`config.mk`:
```
export PLATFORM = sky130hd
export DESIGN_NAME = tdc_interval_gen_flat
export DESIGN_NICKNAME = d
export VERILOG_FILES = /design/src/rtl/tdc_interval_gen_if.sv /design/src/rtl/tdc_interval_gen.sv /design/src/flat_wrapper.sv
export SDC_FILE = /design/constraint.sdc
export NUM_CORES = 1
export LEC_CHECK = 0
export CORE_MARGIN = 5
export CORE_UTILIZATION = 52
export DETAILED_ROUTE_END_ITERATION = 10
export HOLD_SLACK_MARGIN = 0.05
export PLACE_DENSITY = 0.79
export SLEW_MARGIN = 10
export SYNTH_ARGS = -nofsm -noshare
export SYNTH_HDL_FRONTEND = slang
export SYNTH_SLANG_ARGS = --single-unit
```
`constraint.sdc`:
```
create_clock -name clk -period 2.5 [get_ports clk]
set_input_delay 0.25 -clock clk [delete_from_list [all_inputs] [get_ports clk]]
set_output_delay 0.25 -clock clk [all_outputs]
set_load 0.1 [all_outputs]
```
`src/rtl/tdc_interval_gen_if.sv`:
```
// Bus between the interval generator and its TDC / code source.
// The generator owns the master modport; the code source and TDC side use slave.
interface tdc_interval_gen_if #(
    parameter int unsigned WIDTH = 6
);
    logic [WIDTH-1:0] code_in;
    logic             code_valid;
    logic             code_ready;
    logic             start;
    logic             stop;
    logic             tdc_reset;
    logic [WIDTH-1:0] tdc_code;
    logic [WIDTH-1:0] meas_code;
    logic             meas_valid;
    logic             meas_err;
    logic [7:0]       err_count;
    logic             busy;

    modport master (
        input  code_in, code_valid, tdc_code,
        output code_ready, start, stop, tdc_reset,
               meas_code, meas_valid, meas_err, err_count, busy
    );

    modport slave (
        output code_in, code_valid, tdc_code,
        input  code_ready, start, stop, tdc_reset,
               meas_code, meas_valid, meas_err, err_count, busy
    );
endinterface

```
`src/rtl/tdc_interval_gen.sv`:
```
// Start/stop interval generator for a Vernier TDC: clears the TDC, emits start, then stop
// code*SCALE cycles later, samples the TDC result after a settle window and flags mismatches.
module tdc_interval_gen #(
    parameter int unsigned WIDTH  = 6,
    parameter int unsigned SCALE  = 1,
    parameter int unsigned CLR_W  = 2,
    parameter int unsigned SETTLE = 4,
    parameter int unsigned GAP_W  = 2
) (
    input  logic               clk,
    input  logic               reset,
    tdc_interval_gen_if.master bus
);
    localparam int unsigned CW   = WIDTH + $clog2(SCALE) + 1;
    localparam int unsigned PMAX = (CLR_W > SETTLE) ? ((CLR_W > GAP_W) ? CLR_W : GAP_W)
                                                    : ((SETTLE > GAP_W) ? SETTLE : GAP_W);
    localparam int unsigned PW   = $clog2(PMAX + 1);

    typedef enum logic [2:0] {
        S_IDLE, S_CLEAR, S_RUN, S_SETTLE, S_CAPTURE, S_GAP
    } state_t;

    state_t           r_state;
    logic [WIDTH-1:0] r_code;
    logic [CW-1:0]    r_icnt;
    logic [PW-1:0]    r_pcnt;
    logic             r_ready;
    logic             r_start;
    logic             r_stop;
    logic [WIDTH-1:0] r_meas_code;
    logic             r_meas_valid;
    logic             r_meas_err;
    logic [7:0]       r_err_count;
    logic             r_busy;
    logic [CW-1:0]    w_target;
    logic             w_mismatch;

    // Full-width product so the largest code never wraps the interval counter.
    assign w_target   = CW'(r_code) * CW'(SCALE);
    assign w_mismatch = (bus.tdc_code != r_code);

    // Shot sequencer; r_pcnt times the fixed phases, r_icnt times the coded interval.
    always_ff @(posedge clk or posedge reset) begin
        if (reset) begin
            r_state      <= S_IDLE;
            r_code       <= '0;
            r_icnt       <= '0;
            r_pcnt       <= '0;
            r_ready      <= 1'b0;
            r_start      <= 1'b0;
            r_stop       <= 1'b0;
            r_meas_code  <= '0;
            r_meas_valid <= 1'b0;
            r_meas_err   <= 1'b0;
            r_err_count  <= '0;
            r_busy       <= 1'b0;
        end else begin
            r_meas_valid <= 1'b0;
            r_meas_err   <= 1'b0;
            case (r_state)
                S_IDLE: begin
                    if (bus.code_valid && r_ready) begin
                        r_code  <= bus.code_in;
                        r_ready <= 1'b0;
                        r_busy  <= 1'b1;
                        r_pcnt  <= PW'(1);
                        r_state <= S_CLEAR;
                    end else begin
                        r_ready <= 1'b1;
                    end
                end
                S_CLEAR: begin
                    if (r_pcnt == PW'(CLR_W)) begin
                        r_start <= 1'b1;
                        r_icnt  <= CW'(1);
                        r_pcnt  <= PW'(1);
                        // A zero interval raises stop on the same edge as start.
                        if (w_target == '0) begin
                            r_stop  <= 1'b1;
                            r_state <= S_SETTLE;
                        end else begin
                            r_state <= S_RUN;
                        end
                    end else begin
                        r_pcnt <= r_pcnt + PW'(1);
                    end
                end
                S_RUN: begin
                    if (r_icnt == w_target) begin
                        r_stop  <= 1'b1;
                        r_state <= S_SETTLE;
                    end else begin
                        r_icnt <= r_icnt + CW'(1);
                    end
                end
                S_SETTLE: begin
                    if (r_pcnt == PW'(SETTLE)) begin
                        r_start      <= 1'b0;
                        r_stop       <= 1'b0;
                        r_meas_code  <= bus.tdc_code;
                        r_meas_valid <= 1'b1;
                        r_meas_err   <= w_mismatch;
                        if (w_mismatch && (r_err_count != 8'hFF)) begin
                            r_err_count <= r_err_count + 8'd1;
                        end
                        r_pcnt  <= PW'(1);
                        r_state <= S_CAPTURE;
                    end else begin
                        r_pcnt <= r_pcnt + PW'(1);
                    end
                end
                S_CAPTURE, S_GAP: begin
                    // The capture cycle is the first cycle of the low gap.
                    if (r_pcnt == PW'(GAP_W)) begin
                        r_ready <= 1'b1;
                        r_busy  <= 1'b0;
                        r_state <= S_IDLE;
                    end else begin
                        r_pcnt  <= r_pcnt + PW'(1);
                        r_state <= S_GAP;
                    end
                end
                default: begin
                    r_start <= 1'b0;
                    r_stop  <= 1'b0;
                    r_busy  <= 1'b0;
                    r_state <= S_IDLE;
                end
            endcase
        end
    end

    assign bus.code_ready = r_ready;
    assign bus.start      = r_start;
    assign bus.stop       = r_stop;
    assign bus.tdc_reset  = reset | (r_state == S_CLEAR);
    assign bus.meas_code  = r_meas_code;
    assign bus.meas_valid = r_meas_valid;
    assign bus.meas_err   = r_meas_err;
    assign bus.err_count  = r_err_count;
    assign bus.busy       = r_busy;
endmodule

```
`src/flat_wrapper.sv`:
```
// flat-port wrapper written by rule: the top's interface ports become plain ports
module tdc_interval_gen_flat 
#(
    parameter int unsigned WIDTH  = 6,
    parameter int unsigned SCALE  = 1,
    parameter int unsigned CLR_W  = 2,
    parameter int unsigned SETTLE = 4,
    parameter int unsigned GAP_W  = 2
)
  (clk, reset, bus_code_in, bus_code_valid, bus_tdc_code, bus_code_ready, bus_start, bus_stop, bus_tdc_reset, bus_meas_code, bus_meas_valid, bus_meas_err, bus_err_count, bus_busy);
  tdc_interval_gen_if #(.WIDTH(WIDTH)) bus_i ();
  input  logic clk;
  input  logic reset;
  input wire logic [$bits(bus_i.code_in)-1:0] bus_code_in;
  input wire logic [$bits(bus_i.code_valid)-1:0] bus_code_valid;
  input wire logic [$bits(bus_i.tdc_code)-1:0] bus_tdc_code;
  output wire logic [$bits(bus_i.code_ready)-1:0] bus_code_ready;
  output wire logic [$bits(bus_i.start)-1:0] bus_start;
  output wire logic [$bits(bus_i.stop)-1:0] bus_stop;
  output wire logic [$bits(bus_i.tdc_reset)-1:0] bus_tdc_reset;
  output wire logic [$bits(bus_i.meas_code)-1:0] bus_meas_code;
  output wire logic [$bits(bus_i.meas_valid)-1:0] bus_meas_valid;
  output wire logic [$bits(bus_i.meas_err)-1:0] bus_meas_err;
  output wire logic [$bits(bus_i.err_count)-1:0] bus_err_count;
  output wire logic [$bits(bus_i.busy)-1:0] bus_busy;
  assign bus_i.code_in = bus_code_in;
  assign bus_i.code_valid = bus_code_valid;
  assign bus_i.tdc_code = bus_tdc_code;
  assign bus_code_ready = bus_i.code_ready;
  assign bus_start = bus_i.start;
  assign bus_stop = bus_i.stop;
  assign bus_tdc_reset = bus_i.tdc_reset;
  assign bus_meas_code = bus_i.meas_code;
  assign bus_meas_valid = bus_i.meas_valid;
  assign bus_meas_err = bus_i.meas_err;
  assign bus_err_count = bus_i.err_count;
  assign bus_busy = bus_i.busy;
  tdc_interval_gen #(.WIDTH(WIDTH), .SCALE(SCALE), .CLR_W(CLR_W), .SETTLE(SETTLE), .GAP_W(GAP_W)) u_core (.clk(clk), .reset(reset), .bus(bus_i));
endmodule
```
# After elaboration in Yosys (flattened, before gate mapping)
# Cells that the tools add are included.
[word_totals] inputBits=15 regBits=39 out_inout_bits=21 wordCells=88
[op_classes] reduce_logical=21 mux=30 n_addsub=3 bitwise=4 eq_ne=18
[ops] cell="$mux 3" count=8
[ops] cell="$pmux 3 s5" count=1
[ops] cell="$reduce_and 3->1" count=5
[ops] cell="$mux 7" count=2
[ops] cell="$pmux 7 s2" count=1
[ops] cell="$mux 1" count=13
[ops] cell="$ne 2x1->1 const B" count=6
[ops] cell="$pmux 3 s4" count=1
[ops] cell="$eq 3x2->1 const B" count=3
[ops] cell="$eq 3x3->1 const B" count=3
[ops] cell="$add 8x1->8 const B" count=1
[ops] cell="$ne 8x8->1 const B" count=1
[ops] cell="$add 7x1->7 const B" count=1
[ops] cell="$eq 7x6->1" count=1
[ops] cell="$logic_not 7->1" count=1
[ops] cell="$ne 6x6->1" count=1
[ops] cell="$pmux 1 s3" count=2
[ops] cell="$reduce_and 2->1" count=3
[ops] cell="$reduce_or 3->1" count=2
[ops] cell="$reduce_and 5->1" count=1
[ops] cell="$ne 2x2->1 const B" count=2
[ops] cell="$pmux 1 s4" count=1
[ops] cell="$reduce_and 4->1" count=1
[ops] cell="$reduce_bool 2->1" count=2
[ops] cell="other kinds (10)" count=13

# Longest topological paths before layout
[depth] depth_word=4 depth_mapped=7 depth_no_buf=7

# Least setup slack after synthesis
# No wires, ideal clock.
[synth_path] kind="reg-to-output" start="register u_core.r_state[0]" end="output port bus_tdc_reset" n_path_buf=1 stages_incl_launch_ff=4 t_required_ns=2.250 arrival_ns=2.961 path_slack_ns=-0.711 path_cell_list="dfrtp_1 > buf_1 > nand2_1 > o21ai_0"
[synth_between] elab_chain_len=2
[synth_lines] element="start: declaration" line_no="tdc_interval_gen.sv:23" source="state_t r_state;"
[synth_lines] element="start signal: assignment" line_no="tdc_interval_gen.sv:45" source="r_state <= S_IDLE;"
[synth_lines] element="start signal: assignment" line_no="tdc_interval_gen.sv:67" source="r_state <= S_CLEAR;"
[synth_lines] element="start signal: assignment" line_no="tdc_interval_gen.sv:80" source="r_state <= S_SETTLE;"
[synth_lines] element="$eq 3x1->1" line_no="tdc_interval_gen.sv:136" source="assign bus.tdc_reset = reset | (r_state == S_CLEAR);"
[synth_lines] element="$or 1x1->1" line_no="tdc_interval_gen.sv:136"
[synth_lines] element="end: declaration" line_no="flat_wrapper.sv:20" source="output wire logic [$bits(bus_i.tdc_reset)-1:0] bus_tdc_reset;"
# Every way passes these cells.

# Worst setup path after layout
[layout_path] start="register u_core.r_state[1]" end="register u_core.r_err_count[5] (netlist: u_core.bus.err_count[5])"
[layout_between] elab_chain_len=2
[layout_lines] element="$eq 3x2->1" line_no="tdc_interval_gen.sv:60" source="case (r_state)"
[layout_lines] element="$reduce_and 3->1 (no source line)"
[layout_lines] element="end signal: assignment" line_no="tdc_interval_gen.sv:104" source="r_err_count <= r_err_count + 8'd1;"
[layout_lines] element="end: declaration" line_no="tdc_interval_gen.sv:33" source="logic [7:0] r_err_count;"
# Every way passes these cells.
# A chain may end at the register's enable or synchronous reset.

==> flow_summary.toml <==
[outcome]
status = "completed"

[sta]
final_hold_viol_count = 0
setup-tns-final_ns = 0
fin_skew_ns = 0.00329
relSlewSlack = 0.615
finalCritPeriodShare = 0.809
fin_crit_ns = 2.02
slew_viol_final = 0
max_freq_ghz = 0.494
finalWorstSetupSlack_ns = 0.477
worst_pin_slew_ns = 0.577
setup_viol = 0
rsz0062_at_grt = "false"

[clock_tree]
cts_buffers = 5
clk_latency_ns = 0.29
holdBufCountCts = 0
cts_setup_buffers = 0
cts_resized = 0
clockBufferDepth = 2
root_buffer = "clkbuf_8"
clk_pin_slew_ns = 0.08
cts_tree = "yes"
cts.sinks = 39
h-tree-depth = 2

[setup_path]
critPathArrivalTime_ns = 2.20
cp_max_fo = 18
critPathLaunchType = "register"
critPathRequiredTime_ns = 2.67
criticalPathCategory = "reg -> reg"
crit_path_end_kind = "register"

[floorplan]
top_level_ports = 36
initial_core_util = 0.538
die_area_um2 = 5150
die_x_um = 71.8
placementRows = 22
coreArea_um2 = 3690
dieHeight_um = 71.8

[routing]
avgRoutedWirePerCell_um = 14.1
vias = 1619
drc = 0
drt_iter0_drc = 68
drtPass1Iterations = 4
routed_wl_um = 4130
antenna_left = 0
via_per_inst = 5.54

[placed_design]
placed_area_um2 = 2360
dp.cells = 284
hpwl_um = 3030
post-place-ws_ns = 0.455
gp_congestion = 0.798
port_buffers = 35

[logic_synthesis]
yosysMostFrequentCell = "dfrtp_1"
ys_ff_latch = 39
synthTopCellsByCount = "dfrtp_1, nand2_1, xor2_1"
synth_cells = 202
ys.flop_type = "dfrtp_1"
synth_top_area_frac = 0.492
yosysWarnings = 0
syn_area_um2 = 1980
async_reset_ff_frac = 1.00
avgSynthCellArea_um2 = 9.82
yosys-top-cells-area = "dfrtp_1, nand2_1, xor2_1, mux2_2, ha_1"
ys_seq_area_frac = 0.492
synth_area_leader_cell = "dfrtp_1"
syn-num-nets = 222
ys_types = 45
synth_enable_flop_cells = 0

[pwr]
max-vdd-ir-drop_uv = 631
combPwrFrac = 0.509
switching_share = 0.495
seqPwrFrac = 0.331
p_sw_uw = 1680
clkPwrFrac = 0.160
total_leakage_power_uw = 0.00117
intPower_uw = 1710
pwr_density_cell_nw_per_um2 = 1360

[final_layout]
fin_cells = 292
area_growth_pct = 24.9
num_antenna_cells = 0
layout-drive-gt1-share = 0.176
fin_area_um2 = 2480
nets = 263

[run]
max-cap-violations = 0

[global_routing]
grt_max_degree = 40
grt_pass1_wl_um = 7050
track_usage = 0.171
gr-total-overflow = 0
antenna_found_initial = 0
grt_pass1_vias = 1543

[worst_hold_path]
min-delay-path-class = "in -> async"
[stage by stage]
stage | utilization | hold WS (ns) | power, uW
finish | 0.672 | 0.423 | 3380
CTS | 0.672 | 0.447 | 3400
global route | 0.672 | 0.494 | 3590
floorplan | - | 0.355 | 2450
detailed placement | 0.640 | 0.466 | 2860
global placement | 0.640 | 0.461 | 2820
[path summary, 6_finish.rpt]
kind                                               from                      end  slack [ns]  depth (start not counted)
worst max register to register        u_core.r_state[1]  u_core.bus.err_count[5]        0.48                          5
worst min-delay path                              reset         u_core.r_pcnt[0]        0.42                          3
worst max-delay path                  u_core.r_state[1]  u_core.bus.err_count[5]        0.48                          5
worst min register to register  u_core.bus.meas_code[3]  u_core.bus.meas_code[3]        0.48                          2
min in group clk                u_core.bus.meas_code[3]  u_core.bus.meas_code[3]        0.48                          2
max in group asynchronous                         reset  u_core.bus.err_count[7]        1.73                          3
[cells in the final DEF, fill, tap and decap left out, types with 2 or more instances in the layout]
master / Yosys / final
a21oi_1: 8 / 8
and3_1: 5 / 5
buf_4: 0 / 23
clkbuf_8: 0 / 6
clkdlybuf4s50_1: 0 / 14
dfrtp_1: 39 / 39
ha_1: 5 / 5
inv_1: 8 / 8
mux2_1: 2 / 2
mux2_2: 6 / 6
nand2_1: 38 / 38
nand2b_1: 3 / 3
nand3_1: 6 / 6
nand4_1: 4 / 4
nor2_1: 9 / 9
nor2b_1: 5 / 5
nor3_1: 2 / 2
nor4_1: 2 / 2
o21ai_1: 11 / 12
o31ai_1: 3 / 3
xnor2_1: 6 / 6
xor2_1: 12 / 12
[layout make-up]
type | instances | area [um2]
clock buffer | 6 | 82.6
clock inverter | 2 | 35.0
fill | 304 | 1210
inverter | 9 | 33.8
multi-input combinational | 150 | 958
sequential | 39 | 976
tap | 48 | 60.1
timing repair buffer | 38 | 333
[metal layers]
| layer | GRT usage | wire length, um | vias to the layer above |
|---|---|---|---|
| li1 | - | - | 786 |
| met1 | 0.222 | 1940 | 781 |
| met2 | 0.287 | 1910 | 43 |
| met3 | 0.0407 | 222 | 9 |
| met4 | 0.0438 | 51 | 0 |
| met5 | 0 | 0 | - |
[critical path, cell delays in order (launching register included)]
cell and delay (ns):
dfrtp_1 0.67, and3_1 0.29, o211ai_1 0.10, a21oi_1 0.47, nand4_1 0.22, xnor2_1 0.16
[power groups by stage]
| stage | logic, uW | registers [uW] | clock network, uW |
|---|---|---|---|
| floorplan | 788 | 1670 | 0 |
| global placement | 1700 | 1120 | 0 |
| detailed placement | 1730 | 1130 | 0 |
| CTS | 1740 | 1110 | 554 |
| global route | 1860 | 1160 | 576 |
| finish | 1720 | 1120 | 540 |
[logic make-up (layout without fill, tap and decap cells)]
| group | after synthesis | after routing | share of synthesized area |
|---|---|---|---|
| simple gates | 81 | 81 | 0.199 |
| flops | 39 | 39 | 0.492 |
| compound gates | 37 | 37 | 0.123 |
| xor+xnor | 18 | 18 | 0.0794 |
| buf+inv | 13 | 55 | 0.0252 |
| mux | 9 | 9 | 0.0504 |
| fa+ha+maj | 5 | 5 | 0.0315 |
[registers in the layout, summed over array words and instances (netlist names)]
signal and cells:
u_core.bus.busy 1, u_core.bus.code_ready 1, u_core.bus.err_count 8, u_core.bus.meas_code 6
u_core.bus.meas_err 1, u_core.bus.meas_valid 1, u_core.bus.start 1, u_core.bus.stop 1
u_core.r_code 6, u_core.r_icnt 7, u_core.r_pcnt 3, u_core.r_state 3
No activity file was read; power rests on OpenSTA's default activity.
